### src/rtl/fixed_div_three_if.sv
// Start/busy/done handshake bundle for the fixed_div_three divider.
// The controller side uses the master modport and the divider uses the slave modport.
interface fixed_div_three_if #(
   parameter int DIV_WIDTH    = 17,
   parameter int RESULT_WIDTH = 32
);
   logic                    start;
   logic [DIV_WIDTH-1:0]    div_a;
   logic [DIV_WIDTH-1:0]    div_b;
   logic                    busy;
   logic                    done;
   logic                    div_zero;
   logic [RESULT_WIDTH-1:0] data_q;

   modport master (
      output start, div_a, div_b,
      input  busy, done, div_zero, data_q
   );

   modport slave (
      input  start, div_a, div_b,
      output busy, done, div_zero, data_q
   );
endinterface

### src/rtl/fixed_div_three.sv
// Iterative signed Q16 divider that computes div_a / div_b.
// Operands are converted to magnitudes, and a restoring shift-subtract engine then
// produces one quotient bit per clock. A final step applies the sign, saturates the
// result, and handles a zero divisor. Latency is always 34 clocks from accept to done.
module fixed_div_three #(
   parameter int DIV_WIDTH    = 17,
   parameter int FRAC_BITS    = 16,
   parameter int RESULT_WIDTH = 32
) (
   input logic               clk,
   input logic               rst_n,
   fixed_div_three_if.slave  bus
);

   localparam int QW = DIV_WIDTH + FRAC_BITS;   // numerator / quotient magnitude width
   localparam int CW = $clog2(QW + 1);

   localparam logic [CW-1:0] CNT_LAST = CW'(QW - 1);
   localparam logic [CW-1:0] CNT_ONE  = {{(CW-1){1'b0}}, 1'b1};

   localparam logic [RESULT_WIDTH-1:0] RES_POS_MAX = {1'b0, {(RESULT_WIDTH-1){1'b1}}};
   localparam logic [RESULT_WIDTH-1:0] RES_NEG_MAX = {1'b1, {(RESULT_WIDTH-1){1'b0}}};
   localparam logic [RESULT_WIDTH-1:0] RES_ZERO    = {RESULT_WIDTH{1'b0}};
   localparam logic [RESULT_WIDTH-1:0] RES_ONE     = {{(RESULT_WIDTH-1){1'b0}}, 1'b1};

   // The largest quotient magnitudes that fit in the positive and negative output ranges.
   localparam logic [QW-1:0] Q_POS_MAX = {{(QW-RESULT_WIDTH+1){1'b0}}, {(RESULT_WIDTH-1){1'b1}}};
   localparam logic [QW-1:0] Q_NEG_MAX = {{(QW-RESULT_WIDTH){1'b0}}, 1'b1, {(RESULT_WIDTH-1){1'b0}}};
   localparam logic [QW-1:0] Q_ZERO    = {QW{1'b0}};

   typedef enum logic [1:0] {
      ST_IDLE = 2'd0,
      ST_ITER = 2'd1,
      ST_FIX  = 2'd2
   } state_t;

   // Absolute value of a two's-complement operand. The most negative value maps to 2^(N-1).
   function automatic logic [DIV_WIDTH-1:0] mag_of(input logic [DIV_WIDTH-1:0] v);
      logic [DIV_WIDTH-1:0] m;
      if (v[DIV_WIDTH-1]) begin
         m = ~v + {{(DIV_WIDTH-1){1'b0}}, 1'b1};
      end else begin
         m = v;
      end
      return m;
   endfunction

   // Signs and saturates a quotient magnitude. A zero magnitude never becomes negative zero.
   function automatic logic [RESULT_WIDTH-1:0] fix_result(input logic [QW-1:0] q,
                                                          input logic       neg);
      logic [RESULT_WIDTH-1:0] r;
      if (q == Q_ZERO) begin
         r = RES_ZERO;
      end else if (!neg) begin
         if (q > Q_POS_MAX) begin
            r = RES_POS_MAX;
         end else begin
            r = q[RESULT_WIDTH-1:0];
         end
      end else begin
         if (q > Q_NEG_MAX) begin
            r = RES_NEG_MAX;
         end else begin
            r = ~q[RESULT_WIDTH-1:0] + RES_ONE;
         end
      end
      return r;
   endfunction

   state_t                  state_r, state_s;
   logic [QW-1:0]           num_r;
   logic [QW-1:0]           quot_r;
   logic [DIV_WIDTH-1:0]    rem_r;
   logic [DIV_WIDTH-1:0]    mag_b_r;
   logic [CW-1:0]           cnt_r;
   logic                    sign_r;
   logic                    sign_a_r;
   logic                    zflag_r;
   logic                    busy_r;
   logic                    done_r;
   logic                    div_zero_r;
   logic [RESULT_WIDTH-1:0] data_q_r;

   logic [DIV_WIDTH:0]      rem_ext_s;
   logic                    rem_ge_s;
   logic [DIV_WIDTH-1:0]    rem_next_s;
   logic [RESULT_WIDTH-1:0] result_s;

   // State register
   always_ff @(posedge clk or negedge rst_n) begin
      if (!rst_n) begin
         state_r <= ST_IDLE;
      end else begin
         state_r <= state_s;
      end
   end

   // Next-state logic. Start is only looked at in IDLE, so a request while busy is dropped.
   always_comb begin
      state_s = state_r;
      case (state_r)
         ST_IDLE: begin
            if (bus.start) begin
               state_s = ST_ITER;
            end else begin
               state_s = ST_IDLE;
            end
         end
         ST_ITER: begin
            if (cnt_r == CNT_LAST) begin
               state_s = ST_FIX;
            end else begin
               state_s = ST_ITER;
            end
         end
         ST_FIX:  state_s = ST_IDLE;
         default: state_s = ST_IDLE;
      endcase
   end

   // One restoring step: bring down the next numerator bit, then subtract the divisor if it fits.
   // When the subtraction is taken the difference is below mag_b, so the low bits are sufficient.
   always_comb begin
      rem_ext_s = {rem_r, num_r[QW-1]};
      rem_ge_s  = (rem_ext_s >= {1'b0, mag_b_r});
      if (rem_ge_s) begin
         rem_next_s = rem_ext_s[DIV_WIDTH-1:0] - mag_b_r;
      end else begin
         rem_next_s = rem_ext_s[DIV_WIDTH-1:0];
      end
   end

   // Final result selection. A zero divisor saturates toward the sign of the dividend alone.
   always_comb begin
      result_s = RES_ZERO;
      if (zflag_r) begin
         if (sign_a_r) begin
            result_s = RES_NEG_MAX;
         end else begin
            result_s = RES_POS_MAX;
         end
      end else begin
         result_s = fix_result(quot_r, sign_r);
      end
   end

   // Datapath and registered handshake outputs
   always_ff @(posedge clk or negedge rst_n) begin
      if (!rst_n) begin
         num_r      <= {QW{1'b0}};
         quot_r     <= {QW{1'b0}};
         rem_r      <= {DIV_WIDTH{1'b0}};
         mag_b_r    <= {DIV_WIDTH{1'b0}};
         cnt_r      <= {CW{1'b0}};
         sign_r     <= 1'b0;
         sign_a_r   <= 1'b0;
         zflag_r    <= 1'b0;
         busy_r     <= 1'b0;
         done_r     <= 1'b0;
         div_zero_r <= 1'b0;
         data_q_r   <= RES_ZERO;
      end else begin
         done_r <= 1'b0;
         case (state_r)
            ST_IDLE: begin
               if (bus.start) begin
                  num_r    <= {mag_of(bus.div_a), {FRAC_BITS{1'b0}}};
                  quot_r   <= {QW{1'b0}};
                  rem_r    <= {DIV_WIDTH{1'b0}};
                  mag_b_r  <= mag_of(bus.div_b);
                  cnt_r    <= {CW{1'b0}};
                  sign_r   <= bus.div_a[DIV_WIDTH-1] ^ bus.div_b[DIV_WIDTH-1];
                  sign_a_r <= bus.div_a[DIV_WIDTH-1];
                  zflag_r  <= (bus.div_b == {DIV_WIDTH{1'b0}});
                  busy_r   <= 1'b1;
               end else begin
                  busy_r   <= 1'b0;
               end
            end
            ST_ITER: begin
               num_r  <= {num_r[QW-2:0], 1'b0};
               rem_r  <= rem_next_s;
               quot_r <= {quot_r[QW-2:0], rem_ge_s};
               cnt_r  <= cnt_r + CNT_ONE;
            end
            ST_FIX: begin
               data_q_r   <= result_s;
               div_zero_r <= zflag_r;
               done_r     <= 1'b1;
               busy_r     <= 1'b0;
            end
            default: begin
               busy_r <= 1'b0;
            end
         endcase
      end
   end

   assign bus.busy     = busy_r;
   assign bus.done     = done_r;
   assign bus.div_zero = div_zero_r;
   assign bus.data_q   = data_q_r;

endmodule

### src/flat_wrapper.sv
// flat-port wrapper written by rule: the top's interface ports become plain ports
module fixed_div_three_flat 
#(
   parameter int DIV_WIDTH    = 17,
   parameter int FRAC_BITS    = 16,
   parameter int RESULT_WIDTH = 32
)
  (clk, rst_n, bus_start, bus_div_a, bus_div_b, bus_busy, bus_done, bus_div_zero, bus_data_q);
  fixed_div_three_if #(.DIV_WIDTH(DIV_WIDTH), .RESULT_WIDTH(RESULT_WIDTH)) bus_i ();
  input logic clk;
  input logic rst_n;
  input wire logic [$bits(bus_i.start)-1:0] bus_start;
  input wire logic [$bits(bus_i.div_a)-1:0] bus_div_a;
  input wire logic [$bits(bus_i.div_b)-1:0] bus_div_b;
  output wire logic [$bits(bus_i.busy)-1:0] bus_busy;
  output wire logic [$bits(bus_i.done)-1:0] bus_done;
  output wire logic [$bits(bus_i.div_zero)-1:0] bus_div_zero;
  output wire logic [$bits(bus_i.data_q)-1:0] bus_data_q;
  assign bus_i.start = bus_start;
  assign bus_i.div_a = bus_div_a;
  assign bus_i.div_b = bus_div_b;
  assign bus_busy = bus_i.busy;
  assign bus_done = bus_i.done;
  assign bus_div_zero = bus_i.div_zero;
  assign bus_data_q = bus_i.data_q;
  fixed_div_three #(.DIV_WIDTH(DIV_WIDTH), .FRAC_BITS(FRAC_BITS), .RESULT_WIDTH(RESULT_WIDTH)) u_core (.clk(clk), .rst_n(rst_n), .bus(bus_i));
endmodule
### config.mk
export PLATFORM = sky130hd
export DESIGN_NAME = fixed_div_three_flat
export DESIGN_NICKNAME = d
export VERILOG_FILES = /design/src/rtl/fixed_div_three_if.sv /design/src/rtl/fixed_div_three.sv /design/src/flat_wrapper.sv
export SDC_FILE = /design/constraint.sdc
export NUM_CORES = 1
export LEC_CHECK = 0
export ABC_AREA = 1
export BUFFER_PORTS_ARGS = -buffer_cell sky130_fd_sc_hd__buf_2
export CORE_ASPECT_RATIO = 1.1
export CORE_MARGIN = 5
export CORE_UTILIZATION = 35
export CTS_CLUSTER_DIAMETER = 30
export CTS_CLUSTER_SIZE = 12
export DETAILED_ROUTE_END_ITERATION = 16
export SLEW_MARGIN = 0
export SYNTH_ARGS = -nofsm -noshare
export SYNTH_HDL_FRONTEND = slang
export SYNTH_SLANG_ARGS = --single-unit
### constraint.sdc
create_clock -name clk -period 3 [get_ports clk]
set_input_delay 0.15 -clock clk [delete_from_list [all_inputs] [get_ports clk]]
set_output_delay 0.15 -clock clk [all_outputs]
set_load 0.01 [all_outputs]
Word level (Yosys, flattened, before mapping)

Index checks and enable logic that the tools add are counted.

Output and inout port bits: 35
Input port bits: 37
Register bits after elaboration: 146

Order comparisons: 3
Bitwise operators: 4
Muxes and demuxes: 23
Equality and inequality tests: 4
$add $sub $neg: 5
Reduce and logical (&&, ||, !) cells: 6

Operator list:

| operator              | count |
|---|---|
| $mux 32               | 6 |
| $pmux 33 s2           | 2 |
| $mux 17               | 4 |
| $mux 33               | 2 |
| $add 17x1->17 const B | 2 |
| $not 17->17           | 2 |
| $pmux 17 s2           | 1 |
| $gt 33x31->1 const B  | 1 |
| $gt 33x32->1 const B  | 1 |
| $logic_not 33->1      | 1 |
| $add 32x1->32 const B | 1 |
| $not 32->32           | 1 |
| $ge 18x17->1          | 1 |
| $logic_not 17->1      | 1 |
| $sub 17x17->17        | 1 |
| $pmux 6 s2            | 1 |
| $add 6x1->6 const B   | 1 |
| $eq 6x6->1 const B    | 1 |
| $mux 6                | 1 |
| $pmux 2 s2            | 1 |
| $reduce_and 2->1      | 2 |
| $mux 1                | 3 |
| $eq 2x1->1 const B    | 1 |
| $eq 2x2->1 const B    | 1 |
| other kinds (6)       | 6 |

Logic depth before layout (Yosys ltp)

Gate-level depths: netlist of the first run.

Depth in word-level cells: 6
Gate-level depth with buffers: 15

Worst setup path after synthesis of the first run

No wires, ideal clock.

Path type: register -> register
Start: register u_core.mag_b_r[0]
End: register u_core.rem_r[10]
Buffers on the path: 1
Period minus slack after synthesis: 2102 ps
Data arrival time: 1984 ps
Setup slack: 898 ps
Cell stages (with the launch flop): 14
Path through: dfrtp_1 -> ha_1 -> fa_1 -> o21ai_2 -> nand2_1 -> nand2_1 -> nand2_1 -> nand2_1 -> nand2_2 -> nand2_2 -> buf_4 -> nand3_1 -> nand3_1 -> nand2_1

Longest elaborated chain between the ends: 3
Elaborated cells between the ends (all ways): 4

Ends and longest elaborated chain:

| element                                        | line                                           | source |
|---|---|---|
| start, declared                                | fixed_div_three.sv:74                          | `logic [DIV_WIDTH-1:0] mag_b_r;` |
| start signal, assigned                         | fixed_div_three.sv:153                         | `mag_b_r <= {DIV_WIDTH{1'b0}};` |
| start signal, assigned                         | fixed_div_three.sv:170                         | `mag_b_r <= mag_of(bus.div_b);` |
| $sub 17x17->17 or $ge 18x17->1 (tied branches) | fixed_div_three.sv:127, fixed_div_three.sv:125 |  |
| $mux 17 (*)                                    | fixed_div_three.sv:126                         | `if (rem_ge_s) begin` |
| $pmux 17 s2 (*)                                | fixed_div_three.sv:164                         | `case (state_r)` |
| end signal, assigned                           | fixed_div_three.sv:152                         | `rem_r <= {DIV_WIDTH{1'b0}};` |
| end signal, assigned                           | fixed_div_three.sv:169                         | `rem_r <= {DIV_WIDTH{1'b0}};` |
| end signal, assigned                           | fixed_div_three.sv:182                         | `rem_r <= rem_next_s;` |
| end, declared                                  | fixed_div_three.sv:73                          | `logic [DIV_WIDTH-1:0] rem_r;` |

Mark *: on every way between the ends. The rest lies on a longest branch, timed or not.
A chain may end at the register's enable or synchronous reset.

Worst setup path after layout of the first run

Start: register u_core.mag_b_r[0]
End: register u_core.rem_r[12]

The elaborated chain is that of the path after synthesis.

==> flow_metrics.tcl, run 1 <==
set metrics [dict create \
    critPathLaunchType "register" \
    clockBufferDepth 2 \
    drt_first_pass_iters 5 \
    hold_viol_final 0 \
    skew_ns 0.01140 \
    cts_made_buffers 17 \
    overflow 0 \
    async_reset_ff_share_pct 100.0 \
    ant_nets 0 \
    syn_to_final_growth_pct 16.70 \
    powerDensity_nw_per_um2 1324 \
    fmax_mhz 402.0 \
    finalPower_mw 12.86 \
    synth.largest_area_cell "dfrtp_1" \
    vias 7833 \
    ys_seq_area_share_pct 39.08 \
    rsz0062_at_grt "false" \
    crit_slowest_cell "fa_1" \
    r2r-start "u_core.mag_b_r[0]" \
    path_class "reg -> reg" \
    cts_tree "built" \
    place_hpwl_um 16370 \
    finalNetCount 1288 \
    initial_core_util_pct 35.35 \
    grt_pass1_vias 7624 \
    tns_ns 0 \
    gp_congestion 0.9547 \
    holdPathStages 3 \
    muxShareOfSynthArea_pct 0 \
    dieArea_um2 26970 \
    core_area_um2 23550 \
    holdCritStartpoint "bus_div_a[11]" \
    die_x_um 157.0 \
    cap_violations 0 \
    die_h_um 171.7 \
    synthXorXnorAreaFrac_pct 4.103 \
    postPlaceCellArea_um2 8979 \
    whs_endpoint "u_core.num_r[27]" \
    grt_max_degree 73 \
    slowest_delay_ns 0.43 \
    slew_headroom_pct 52.31 \
    end_kind "register" \
    synth_top_area_share_pct 39.08 \
    path_cells "ha_1, fa_1, o21ai_2, nand2_1, nand2_1, nand2_1, nand2_1, nand2_2, nand2_2, nand2_1, nand3_1, o21ai_1" \
    drc 0 \
    cts_setup_buffers 0 \
    stdcell_area_um2 9714 \
    finalCritPeriodShare_pct 82.92 \
    hold_class "in -> reg" \
    rows 59 \
    grt_use_total_pct 17.32 \
    netlist_area_um2 8324 \
    fin_hold_ws_ns 0.01340 \
    postSynthCellCount 1166 \
    antenna_found_initial 0 \
    num_antenna_cells 0 \
    grt_first_pass_wirelength_um 38270 \
    routedWlPerCell_um 14.71 \
    syn_area_per_cell_um2 7.139 \
    clock_sinks 130 \
    rr_worst_depth 12 \
    tightest_slew_ns 0.7153 \
    synthAdderAreaFrac_pct 3.698 \
    synth-simple-area-share_pct 30.53 \
    postRouteWirelength_um 22730 \
    pin_count 72 \
    cp_common_cell "nand2_1" \
    synth_top_flop_cell "dfrtp_1" \
    worstPathRequired_ns 3.28 \
    r2r-end "u_core.rem_r[12]" \
    portBuffers 71 \
    clk_pin_slew_ns 0.06 \
    syn_nets 1227 \
    cpLargestDelayFamily "simple AND/OR/NAND/NOR gates" \
    worstPathMaxFanout 20 \
    fin_crit_ns 2.488 \
    viasPerCell 5.070 \
    cts-htree-levels 4 \
    ir_drop_mv 0.5132 \
    status "finished clean" \
    clock-root-buffer "clkbuf_16" \
    dr.first_iter.drc_count 430 \
    setup_viol 0 \
    leakagePower_nw 4.860 \
    synth_edf_count 0 \
    synth-compound-area-share_pct 14.59 \
    slew_viol_final 0 \
    yosys_warnings 0 \
    path_buf_inv 0 \
    synth.area.top_cells "dfrtp_1, nand2_1, nor2_1" \
    synth-seq-cells 130 \
    post_synth_num_cell_types 43 \
    clk_latency_ns 0.42 \
    crit_arrival_ns 2.76 \
    synth_top_family_by_area "simple AND/OR/NAND/NOR gates" \
    ff2ff_setup_slack_ns 0.51 \
    drive_gt1_share_pct 12.26 \
]
==> stage by stage <==
step           setup slack (ns)  util (%)  cells
6_report                 0.5124     41.25   1545
3_3_place_gp             0.6538     38.13   1511
2_1_floorplan            0.8984         -   1166
3_5_place_dp             0.5761     38.13   1511
5_1_grt                  0.3543     41.25   1545
4_1_cts                  0.5277     41.25   1545
==> worst register-to-register path, cell delays in order, from the launching register on <==
cell and delay (ns):
dfrtp_1 0.38, ha_1 0.24, fa_1 0.43, o21ai_2 0.21, nand2_1 0.07, nand2_1 0.13
nand2_1 0.09, nand2_1 0.11, nand2_2 0.06, nand2_2 0.35, nand2_1 0.13, nand3_1 0.09
o21ai_1 0.06
==> per-layer routing <==
metal	up-vias	global-route usage, %	part of all wire (%)
li1	3967	-	-
met3	21	2.793	4.5
met5	-	0	0
met4	0	4.901	1.3
met2	163	28.79	47
met1	3682	23.46	47
==> cell usage after synthesis (18+ instances only) <==
| cell type | number |
|---|---|
| clkbuf_1 | 29 |
| nand3_1 | 112 |
| o22ai_1 | 35 |
| nand2_1 | 268 |
| o21ai_1 | 18 |
| inv_1 | 110 |
| xor2_1 | 30 |
| ha_1 | 23 |
| o21ai_0 | 59 |
| dfrtp_1 | 130 |
| nor2_1 | 159 |
| a21oi_1 | 64 |
==> cell usage in the layout, fill, tap and decap left out, types with 4 or more instances in the layout <==
cell type  netlist  final
nand4_1         16     16
nand3_1        112    112
o22ai_1         35     35
o21ai_1         18     18
buf_4            3     14
xnor2_1          9      9
clkbuf_16        0     17
nor2_1         159    157
a21oi_1         64     63
xor2_1          30     30
ha_1            23     23
buf_2            7     70
nand2_1        268    268
nand2_2          5      5
a22oi_1         13     13
o21ai_0         59     59
dfrtp_1        130    130
inv_1          110    110
nor2_2           6      8
nor3_1          12     12
nand3b_1         7      7
inv_2            6      6
or2_2            5      5
bufinv_16        0      7
a21oi_2          3      4
==> worst max-delay path by stage <==
| stage | startpoint | to | slack (ns) | cells after the start |
|---|---|---|---|---|
| global placement | u_core.mag_b_r[0] | u_core.rem_r[13] | 0.65 | 12 |
| detailed placement | u_core.mag_b_r[0] | u_core.rem_r[6] | 0.58 | 12 |
| finish | u_core.mag_b_r[0] | u_core.rem_r[12] | 0.51 | 12 |
| CTS | u_core.mag_b_r[0] | u_core.rem_r[12] | 0.53 | 12 |
| global route | u_core.mag_b_r[0] | u_core.rem_r[11] | 0.35 | 12 |
| floorplan | u_core.mag_b_r[0] | u_core.rem_r[10] | 0.90 | 13 |
==> cell type report <==
class	instances	area, um2
fillers	2413	13830
multi-input cells	872	4414
flip-flops and latches	130	3253
repair buffers	88	506.7
clock buffers	20	466.7
inverters	118	442.9
well taps	305	381.6
clock inverters	12	249.0
==> state kept, by name, summed over array words and instances, names as in the netlist <==
signal and flops:
u_core.mag_b_r 17, u_core.num_r 17, u_core.bus.done 1, u_core.bus.div_zero 1, u_core.quot_r 33, u_core.zflag_r 1, u_core.rem_r 17, u_core.state_r 2
u_core.bus.busy 1, u_core.sign_a_r 1, u_core.bus.data_q 32, u_core.cnt_r 6, u_core.sign_r 1
==> what timing repair did <==
action,4_1_cts,5_1_grt
endpoints found under the setup margin,0,0
hold buffers,2,0
resized for setup,0,0
hold endpoints to repair,70,0
==> power by group <==
group          total [mW]  switching [mW]  internal (mW)
logic                7.21            4.62           2.59
registers            3.12           0.604           2.52
clock network        2.53           0.814           1.72
total                12.9            6.04           6.82
==> logic make-up after synthesis <==
group / count (synthesis)
xor+xnor: 39
compound gates: 213
simple gates: 596
fa+ha+maj: 24
buf+inv: 164
flops: 130
Note: power is estimated with default switching activity, not from simulation.
==> run 2: changes to the inputs <==
--- a/config.mk
+++ b/config.mk
@@ -5,7 +5,7 @@
 export SDC_FILE = /design/constraint.sdc
 export NUM_CORES = 1
 export LEC_CHECK = 0
-export ABC_AREA = 1
+export ABC_AREA = 0
 export BUFFER_PORTS_ARGS = -buffer_cell sky130_fd_sc_hd__buf_2
 export CORE_ASPECT_RATIO = 1.1
 export CORE_MARGIN = 5
==> constraint.sdc (replaced) <==
create_clock -name clk -period 2.11 [get_ports clk]
set_input_delay 0.1055 -clock clk [delete_from_list [all_inputs] [get_ports clk]]
set_output_delay 0.1055 -clock clk [all_outputs]
set_load 0.01 [all_outputs]
==> flow_metrics.tcl, run 2 <==
set metrics [dict create \
    grt_first_pass_wirelength_um 36930 \
    tightest_slew_ns 0.5245 \
    postRouteWirelength_um 21760 \
    status "finished with violations" \
    postSynthCellCount 916 \
    ir_drop_mv 0.6430 \
    clk_latency_ns 0.42 \
    powerDensity_nw_per_um2 1692 \
    drt_first_pass_iters 5 \
    dr.first_iter.drc_count 391 \
    multi_input_area_um2 4494 \
    synth.most_common_cell "nand2_1" \
    regMostFlops "u_core.quot_r" \
    grt_pass1_vias 7527 \
    finalNetCount 1183 \
    nFillCells 2097 \
    hold_class "in -> reg" \
    post_synth_num_cell_types 69 \
    drc 0 \
    gp_congestion 0.8569 \
    grt_use_total_pct 17.41 \
    setup_viol 50 \
    place_hpwl_um 15090 \
    overflow 0 \
    dieArea_um2 25240 \
    cts-htree-levels 4 \
    crit_arrival_ns 2.94 \
    synth_top_area_share_pct 41.94 \
    vias 7455 \
    clockBufferDepth 2 \
    fin_crit_ns 2.592 \
    portBuffers 71 \
    syn_area_per_cell_um2 8.469 \
    fmax_mhz 385.8 \
    rsz0062_at_grt "true" \
    layout_setup_ws_ns -0.4818 \
    async_reset_ff_share_pct 100.0 \
    end_kind "register" \
    antenna_found_initial 0 \
    num_antenna_cells 0 \
    final_cell_mix "buf_4, nand2_1, dfrtp_1" \
    synth-seq-cells 130 \
    finalCritPeriodShare_pct 122.8 \
    pin_count 72 \
    synth_edf_count 0 \
    finalPower_mw 18.13 \
    r2r-end "u_core.bus.data_q[29]" \
    placedCellCount 1368 \
    fin_hold_ws_ns 0.01382 \
    dp_worst_setup_slack_ns -0.5685 \
    drive_gt1_share_pct 31.10 \
    ff2ff_setup_slack_ns -0.48 \
    netlist_area_um2 7757 \
    critPathLaunchType "register" \
    initial_core_util_pct 35.32 \
    clock-root-buffer "clkbuf_16" \
    viasPerCell 5.213 \
    fin_cells 1430 \
    clk_pin_slew_ns 0.06 \
    synth_top_flop_cell "dfrtp_1" \
    cts_tree "built" \
    crit_slowest_cell "or4b_4" \
    leakagePower_nw 4.901 \
    slowest_delay_ns 0.45 \
    core_area_um2 21970 \
    rows 57 \
    seq_area_um2 3253 \
    cap_violations 0 \
    slew_viol_final 0 \
    die_h_um 166.1 \
    die_x_um 151.9 \
    slew_headroom_pct 65.03 \
    postPlaceCellArea_um2 9564 \
    clock_sinks 130 \
    cts_made_buffers 17 \
    syn_nets 977 \
    ys_seq_area_share_pct 41.94 \
    holdCritStartpoint "bus_div_a[3]" \
    synth.largest_area_cell "dfrtp_1" \
    path_cells "inv_2, ha_4, or4b_4, or4_4, nor4_4, o21ba_4, o21a_4, buf_12, o221ai_1, a21oi_1" \
    stdcell_area_um2 10720 \
    synth.area.top_cells "dfrtp_1, nand2_1, o21ai_0" \
    skew_ns 0.007069 \
    yosys_warnings 0 \
    path_class "reg -> reg" \
    ant_nets 0 \
    holdPathStages 3 \
    rr_worst_depth 10 \
    grt_max_degree 67 \
    synth.top_cells.by_count "nand2_1, dfrtp_1, o21ai_0" \
    worstPathMaxFanout 14 \
    failed_checks "negative setup slack" \
    mostFrequentLayoutCell "buf_4" \
    hold_viol_final 0 \
    worstPathRequired_ns 2.46 \
    syn_to_final_growth_pct 38.14 \
    r2r-start "u_core.quot_r[0]" \
    routedWlPerCell_um 15.22 \
    largest_reg_flops 33 \
    whs_endpoint "u_core.num_r[19]" \
]
## run 2: cell count changes in the layout (fill, tap and decap cells not counted), moves of 30 or more
cell     previous run  this run
nor2_1            157        65
nand2_1           268       131
o22ai_1            35         2
inv_1             110        27
o21ai_0            59        89
buf_4              14       150
nand3_1           112        37
## run 2: final cells by class
type | count | share of cell area, %
multi-input combinational | 690 | 41.94
sequential | 130 | 30.36
timing repair buffer | 251 | 17.62
clock buffer | 23 | 4.553
tap | 295 | 3.444
inverter | 32 | 1.121
clock inverter | 9 | 0.9691
## run 2: kinds of logic after synthesis
family | Yosys count | share of synthesized area [%]
DFF | 130 | 41.94
adders and majority gates | 24 | 3.968
AOI/OAI and AO/OA | 273 | 22.53
muxes | 5 | 0.6774
buffers and inverters | 96 | 5.145
xor gates and xnor gates | 40 | 4.516
and+or+nand+nor | 348 | 21.23
## run 2: critical path: cells and delay by family (launching register included)
kind | cells | cell delay (ns)
AOI/OAI and AO/OA | 4 | 0.56
DFF | 1 | 0.39
buffers and inverters | 2 | 0.25
adders and majority gates | 1 | 0.13
and+or+nand+nor | 3 | 1.17
## run 2: power by group
part	internal, mW	leakage, nW	switching (mW)
logic	5.50	2.94	5.58
registers	3.47	1.68	0.604
clock network	1.86	0.289	1.12
## run 2: worst max path at each step
stage                           from  cells past startpoint               endpoint  slack [ns]
floorplan           u_core.quot_r[0]                     13  u_core.bus.data_q[23]       -0.65
global placement    u_core.quot_r[0]                     10  u_core.bus.data_q[21]       -0.47
detailed placement  u_core.quot_r[0]                     10   u_core.bus.data_q[8]       -0.57
CTS                 u_core.quot_r[0]                     10   u_core.bus.data_q[8]       -0.49
global route        u_core.quot_r[0]                     10  u_core.bus.data_q[25]       -0.58
finish              u_core.quot_r[0]                     10  u_core.bus.data_q[29]       -0.48
## run 2: repair_timing
item | 4_1_cts | 5_1_grt
setup buffers | 13 | 5
hold buffers | 13 | 0
hold endpoints to repair | 58 | 0
resized for setup | 44 | 19
endpoints found under the setup margin | 50 | 50
cloned | 1 | 0
pin swaps | 9 | 22
## run 2: metal layers
metal / track usage (%) / part of all wire (%) / up-vias
met3: 2.945 / 4.0 / 27
met4: 5.278 / 1.6 / 0
met1: 22.26 / 45 / 3563
li1: - / - / 3704
met2: 30.22 / 49 / 161
met5: 0 / 0 / -
## run 2: stage by stage
step,TNS (ns),util (%)
after floorplan,-19.79,-
after global placement,-19.27,43.54
after detailed placement,-21.99,43.54
after CTS,-18.37,48.33
after global routing,-24.44,48.79
final,-19.75,48.79
